$ cat src/rtl/mips_pkg.sv
// Shared MIPS pipeline definitions: data-memory bus FSM states and bus constants.
package mips_pkg;

  typedef enum logic [1:0] {
    IDLE,
    REQ,
    DONE
  } dmem_state_t;

  localparam int unsigned WORD_BYTES         = 4;
  localparam logic [3:0]  BE_ALL             = 4'b1111;
  localparam logic [31:0] TIMEOUT_RESET_DATA = 32'h0;

  // Clear the byte-offset bits so the bus always sees a word address.
  function automatic logic [31:0] word_align(input logic [31:0] addr);
    return addr & ~32'(WORD_BYTES - 1);
  endfunction

endpackage

$ cat src/rtl/dmem_bus_ctrl_timeout_counter.sv
// 8-bit wait-cycle counter with synchronous clear/enable and a terminal-count flag.
module timeout_counter #(
  parameter int unsigned TIMEOUT = 255
) (
  input  logic clk,
  input  logic reset,
  input  logic clr,
  input  logic en,
  output logic tc
);

  logic [7:0] count;

  always_ff @(posedge clk) begin
    if (reset || clr) begin
      count <= '0;
    end else if (en) begin
      count <= count + 8'd1;
    end
  end

  assign tc = (count == 8'(TIMEOUT));

endmodule

$ cat src/rtl/dmem_bus_ctrl.sv
// Data-memory bus controller: one word transaction per M-stage access on a req/ack bus,
// stalling the pipeline until completion and flagging timeouts with a sticky error.
module dmem_bus_ctrl
  import mips_pkg::*;
#(
  parameter int unsigned TIMEOUT = 255
) (
  input  logic        clk,
  input  logic        reset,
  input  logic        mem_read_M,
  input  logic        mem_write_M,
  input  logic [31:0] alu_out_M,
  input  logic [31:0] mem_in_M,
  input  logic [3:0]  byte_en_M,
  output logic [31:0] mem_out_M,
  output logic        stall_mem,
  output logic        bus_err,
  output logic        bus_req,
  output logic        bus_we,
  output logic [31:0] bus_addr,
  output logic [31:0] bus_wdata,
  output logic [3:0]  bus_be,
  input  logic        bus_ack,
  input  logic [31:0] bus_rdata
);

  dmem_state_t state;
  logic        access;
  logic        tc;
  logic        cnt_clr;
  logic        cnt_en;

  assign access = mem_read_M || mem_write_M;

  always_comb begin
    stall_mem = 1'b0;
    cnt_clr   = 1'b0;
    cnt_en    = 1'b0;
    if (state == IDLE) begin
      stall_mem = access;
      cnt_clr   = access;
    end else if (state == REQ) begin
      stall_mem = 1'b1;
      cnt_en    = !bus_ack && !tc;
    end
  end

  timeout_counter #(.TIMEOUT(TIMEOUT)) u_timeout (
    .clk   (clk),
    .reset (reset),
    .clr   (cnt_clr),
    .en    (cnt_en),
    .tc    (tc)
  );

  always_ff @(posedge clk) begin
    if (reset) begin
      state     <= IDLE;
      bus_req   <= 1'b0;
      bus_we    <= 1'b0;
      bus_addr  <= '0;
      bus_wdata <= '0;
      bus_be    <= '0;
      mem_out_M <= '0;
      bus_err   <= 1'b0;
    end else begin
      unique case (state)
        IDLE: begin
          if (access) begin
            // A write with both strobes set wins; the read is dropped.
            state     <= REQ;
            bus_req   <= 1'b1;
            bus_we    <= mem_write_M;
            bus_addr  <= word_align(alu_out_M);
            bus_wdata <= mem_in_M;
            bus_be    <= mem_write_M ? byte_en_M : BE_ALL;
          end
        end
        REQ: begin
          // Ack takes priority over a timeout landing in the same cycle.
          if (bus_ack) begin
            if (!bus_we) begin
              mem_out_M <= bus_rdata;
            end
            bus_req <= 1'b0;
            state   <= DONE;
          end else if (tc) begin
            bus_req   <= 1'b0;
            bus_err   <= 1'b1;
            mem_out_M <= TIMEOUT_RESET_DATA;
            state     <= DONE;
          end
        end
        DONE: begin
          state <= IDLE;
        end
        default: begin
          state <= IDLE;
        end
      endcase
    end
  end

endmodule
$ cat config.mk
export PLATFORM = sky130hd
export DESIGN_NAME = dmem_bus_ctrl
export DESIGN_NICKNAME = d
export VERILOG_FILES = /design/src/rtl/mips_pkg.sv /design/src/rtl/dmem_bus_ctrl_timeout_counter.sv /design/src/rtl/dmem_bus_ctrl.sv
export SDC_FILE = /design/constraint.sdc
export NUM_CORES = 1
export LEC_CHECK = 0
export BUFFER_PORTS_ARGS = -buffer_cell sky130_fd_sc_hd__buf_2
export CAP_MARGIN = 20
export CELL_PAD_IN_SITES_DETAIL_PLACEMENT = 0
export CELL_PAD_IN_SITES_GLOBAL_PLACEMENT = 1
export CORE_ASPECT_RATIO = 1.25
export CORE_UTILIZATION = 25
export DETAILED_ROUTE_END_ITERATION = 16
export GPL_ROUTABILITY_DRIVEN = 0
export PLACE_DENSITY_LB_ADDON = 0.1
export SLEW_MARGIN = 20
export SYNTH_ARGS = -nofsm -noshare
export SYNTH_HDL_FRONTEND = slang
export SYNTH_SLANG_ARGS = --single-unit
$ cat constraint.sdc
create_clock -name clk -period 3.9 [get_ports clk]
set_clock_uncertainty 0.15 [all_clocks]
set_input_delay 0.78 -clock clk [delete_from_list [all_inputs] [get_ports clk]]
set_output_delay 0.78 -clock clk [all_outputs]
set_load 0.005 [all_outputs]
Word-level counts from Yosys, hierarchy flattened
Index checks and enable logic that the tools add are counted.

word-level totals
  register bits after elaboration = 111
  word-level logic and storage cells = 46

operators by class
  $add $sub $neg = 1
  eq/ne operators = 5
  multiplexer cells = 17
  bitwise gates (word level) = 1
  reduce and logical (&&, ||, !) cells = 13

operators by type and width
  operator                                              count
  two-way mux 32 bit                                    3
  AND reduction 3 bit                                   3
  adder 8 x 1 -> 8 bit (second input constant)          1
  equality test 8 bit (second input constant)           1
  two-way mux 1 bit                                     8
  two-way mux 2 bit                                     3
  two-way mux 4 bit                                     1
  != test 2 bit (second input constant)                 2
  one-hot mux 2 bit (2 select lines)                    1
  AND reduction 2 bit                                   2
  nonzero test 2 bit                                    2
  != test 3 bit (second input constant)                 1
  equality test 2 x 1 -> 1 bit (second input constant)  1
  zero test 1 bit                                       2
  zero test 2 bit                                       1
  logical OR 1 bit                                      2
  one-hot mux 1 bit (2 select lines)                    1
  logical AND 1 bit                                     1
  inverter 1 bit                                        1

Depth between registers and ports, before layout
  word-level depth = 5
  mapped depth = 7
  mapped depth without buffers = 5

Modules after synthesis
A second synthesis with hierarchy kept.

unflattened totals
  cells, all modules = 513
  area, all modules = 4645.7 µm²

by module, submodules not included
  module           instances  cells an instance  area each (µm²)  seq. area each (µm²)
  dmem_bus_ctrl    1          473                4290.4           2062.0
  timeout_counter  1          40                 355.3            160.2

Worst setup path before layout
OpenSTA, ideal clock, no wires.

  path type = in2reg
  start = input port bus_ack
  end = register u_timeout.count[7]
  data arrival time = 1989 ps
  required time = 3679 ps
  slack = 1689 ps
  stages on the path = 4
  path through = or3b_4 a2111oi_4 or3b_1 a21oi_1

between the ends
  longest elaborated chain between the ends = 4

RTL lines
  what                  RTL line                             source
  from (decl)           dmem_bus_ctrl.sv:23                  input logic bus_ack,
  zero test 1 bit       dmem_bus_ctrl.sv:44                  cnt_en = !bus_ack && !tc;
  logical AND 1 bit     dmem_bus_ctrl.sv:44
  two-way mux 1 bit     dmem_bus_ctrl.sv:42                  end else if (state == REQ) begin
  two-way mux 1 bit     dmem_bus_ctrl.sv:39                  if (state == IDLE) begin
  to (signal assigned)  dmem_bus_ctrl_timeout_counter.sv:18  count <= count + 8'd1;
  to (decl)             dmem_bus_ctrl_timeout_counter.sv:12  logic [7:0] count;

Every way passes these cells.
A chain may end at the register's enable or synchronous reset.

Worst setup path in the final report
  start = input port mem_write_M
  end = register bus_addr[26]

between the ends
  longest elaborated chain between the ends = 2

RTL lines
  what                           RTL line             source
  from (decl)                    dmem_bus_ctrl.sv:11  input logic mem_write_M,
  logical OR 1 bit               dmem_bus_ctrl.sv:33  assign access = mem_read_M || mem_write_M;
  AND reduction 2 bit (no line)  -
  to (signal assigned)           dmem_bus_ctrl.sv:74  bus_addr <= word_align(alu_out_M);
  to (decl)                      dmem_bus_ctrl.sv:20  output logic [31:0] bus_addr,

Every way passes these cells.

==> run metrics <==
status=finished, final reports clean; grt ovf=0; Hold/Removal Path Class=flop to flop; top_reg_cell synth=dfxtp_1; Hold Path Stages=2; final net count=728; leakage=~2.5 nW; crit end category=flop; Achievable Freq=424 MHz; Tmin final=~2.4 ns; critical path peak fanout=46; PostCTS Resize Cnt=0; antenna cells=0; cts bufs inserted=9; DIE HEIGHT=141 µm; final worst path period share=60.5%; critical path's top delay family=simple AND/OR/NAND/NOR gates; final setup TNS=0 ns; Post-synth EDFFs=0; Critical Path AT=roughly 2.5 ns; Non-Filler Instances=just over 800; Critical Path Start Type=input port; largest net degree at the start of global routing=69; share of layout cells above drive strength 1=36.9%; Critical Path RT=between 4 and 5 ns; FF+latch count, synth=111; PortBufs=204; pwr dens=487 nW/µm²; Reg2Reg Depth=4; DR iter-0 viols=between 150 and 200; Vias=3618; P&R area growth vs syn=39.4%; dpl cells=~800; clock root buffer=clkbuf_16; CP bufs+invs=2; global-route wire length before repair=17.9 mm; Yosys warnings=0; unrepaired setup endpoints after global routing=false; htree depth=3; hpwl dp=7.88 mm; Core Area=15000 µm²; Synth Instances=430; Setup CP Type=input port to flop; CP cell instances=buf_2 -> nor2_1 -> or3_2 -> buf_4 -> nand2_1 -> a21oi_1; Slew HR=40.0%; first-pass iteration count of the detailed router=4; register area share after synthesis=57.9%; Synth Cell Area=roughly 3800 µm²; Reg-to-Reg End=bus_addr[26]; ANT nets after route=0; vias in the first global route=3599; Post-Route WL=about 11 mm; # rows=50; drt via density=4.48; Hold Buf Count CTS=0; Die Width=between 100 and 150 µm; VDD IR max=0.147 mV; # Post-CTS Setup Buffers=0; starting density of the core=roughly a quarter; overall global routing resource usage=14.6%; Hold Fails Final Rpt=0; Async SR Flop Fraction=0%; slew of the pin with the lowest slew margin=about 0.9 ns; Avg Inst Size Synth=8.92 µm²; drt wl/cell=roughly 14 µm; # clock sinks=111; DRC=0; clk slew on worst S/H paths=about 0.070 ns; MaxCap Viol Count=0; Ports=209; final setup vio count=0; Max stage delay on crit path=between 0.7 and 0.8 ns; HP Start=bus_wdata[22]; Netlist cell types=34; hold endpoint=bus_wdata[22]; slowest cell on the critical path=or3_2; antenna violations before repair=1; Die ar.=15900 µm²; fin. max-slew vios=0; setup slack, reg-to-reg=roughly 1.8 ns; CTS tree=yes; maximum clock insertion buffer count=2; Clk Latency, worst-skew pair=between 0.3 and 0.4 ns; reg2reg start=state[1]
[registers in the layout (all words and copies together) (netlist names)]
| signal | count |
|---|---|
| state | 2 |
| mem_out_M | 32 |
| bus_req | 1 |
| bus_wdata | 32 |
| bus_addr | 30 |
| u_timeout.count | 8 |
| bus_we | 1 |
| bus_err | 1 |
| bus_be | 4 |
[how the worst max path moves through the flow]
stage                start            endpoint  slack [ns]  depth (start not counted)
5_1_grt        mem_write_M        bus_addr[19]        1.29                          6
4_1_cts        mem_write_M        bus_addr[16]        1.53                          6
3_3_place_gp   mem_write_M        bus_addr[15]        1.18                          6
2_1_floorplan      bus_ack  u_timeout.count[7]        1.69                          4
6_report       mem_write_M        bus_addr[26]        1.54                          6
3_5_place_dp   mem_write_M        bus_addr[24]        1.16                          6
[final cells by class]
type | count | area (µm²)
Fill cell | 1607 | 9660
Timing Repair Buffer | 211 | 1070
Sequential cell | 111 | 2220
Clock buffer | 12 | 246
Clock inverter | 3 | 67.6
Multi-Input combinational cell | 287 | 1510
Tap cell | 182 | 228
Inverter | 2 | 7.51
[power by group]
group          leakage (nW)  switching (mW)  total (mW)  internal [mW]
Clock                 0.149           0.410       0.988          0.578
Combinational          1.49           0.204       0.364          0.160
Sequential            0.910          0.0405        1.26           1.22
Total                  2.55           0.654        2.61           1.95
[synth_stat cells, drive strengths merged (2+ instances only)]
cell type / count / share of area [%]
nand2: 130 / 13
dfxtp: 111 / 58
a21oi: 66 / 8.6
a22o: 32 / 7.3
clkbuf: 24 / 2.3
nor2: 15 / 1.5
buf: 7 / 0.95
nor3: 7 / 0.91
nor3b: 6 / 1.2
nand3: 3 / 0.39
xor2: 3 / 0.68
and3: 2 / 0.33
inv: 2 / 0.20
o211ai: 2 / 0.39
o31ai: 2 / 0.39
or3b: 2 / 0.52
xnor2: 2 / 0.46
[worst min-delay path, cell delays in order, from the launching register on]
cell and delay, ns:
dfxtp_1 0.30, nand2_1 0.05, a21oi_1 0.05
[logic make-up after synthesis]
kind of cell | synth area share, %
adders and majority gates | 0.326
xor gates and xnor gates | 1.14
and+or+nand+nor | 18.5
other | 0.0977
DFF | 57.9
AOI/OAI and AO/OA | 18.3
muxes | 0.261
buffers and inverters | 3.49
[cells in the final DEF (no fill, tap or decap), types with 3 or more instances in the layout]
cell	Yosys	layout
xor2_1	3	3
nor2_1	15	15
nor3b_1	6	5
dfxtp_1	111	111
a21oi_1	66	65
clkbuf_16	0	9
nand3_1	3	3
buf_4	2	7
buf_2	2	204
nand2_1	130	130
a22o_1	32	32
nor3_1	7	6
[per-stage QoR]
| step | setup slack [ns] | util, % | instance area, µm² | power, mW | hold WS, ns |
|---|---|---|---|---|---|
| after floorplan | 1.69 | - | 3840 | 1.47 | 0.303 |
| after global placement | 1.18 | 33.5 | 5030 | 1.65 | 0.290 |
| after detailed placement | 1.16 | 33.5 | 5030 | 1.66 | 0.294 |
| after CTS | 1.53 | 35.6 | 5350 | 2.65 | 0.303 |
| after global routing | 1.29 | 35.6 | 5350 | 2.75 | 0.317 |
| final | 1.54 | 35.6 | 5350 | 2.61 | 0.300 |
[layer usage]
metal / track usage [%] / routed length [µm] / vias up
li1: - / - / 1830
met1: 16.2 / 4890 / 1645
met2: 24.9 / 5430 / 126
met3: 4.41 / 822 / 15
met4: 7.58 / 227 / 2
met5: 0 / 13 / -
No activity file was read; power rests on OpenSTA's default activity.
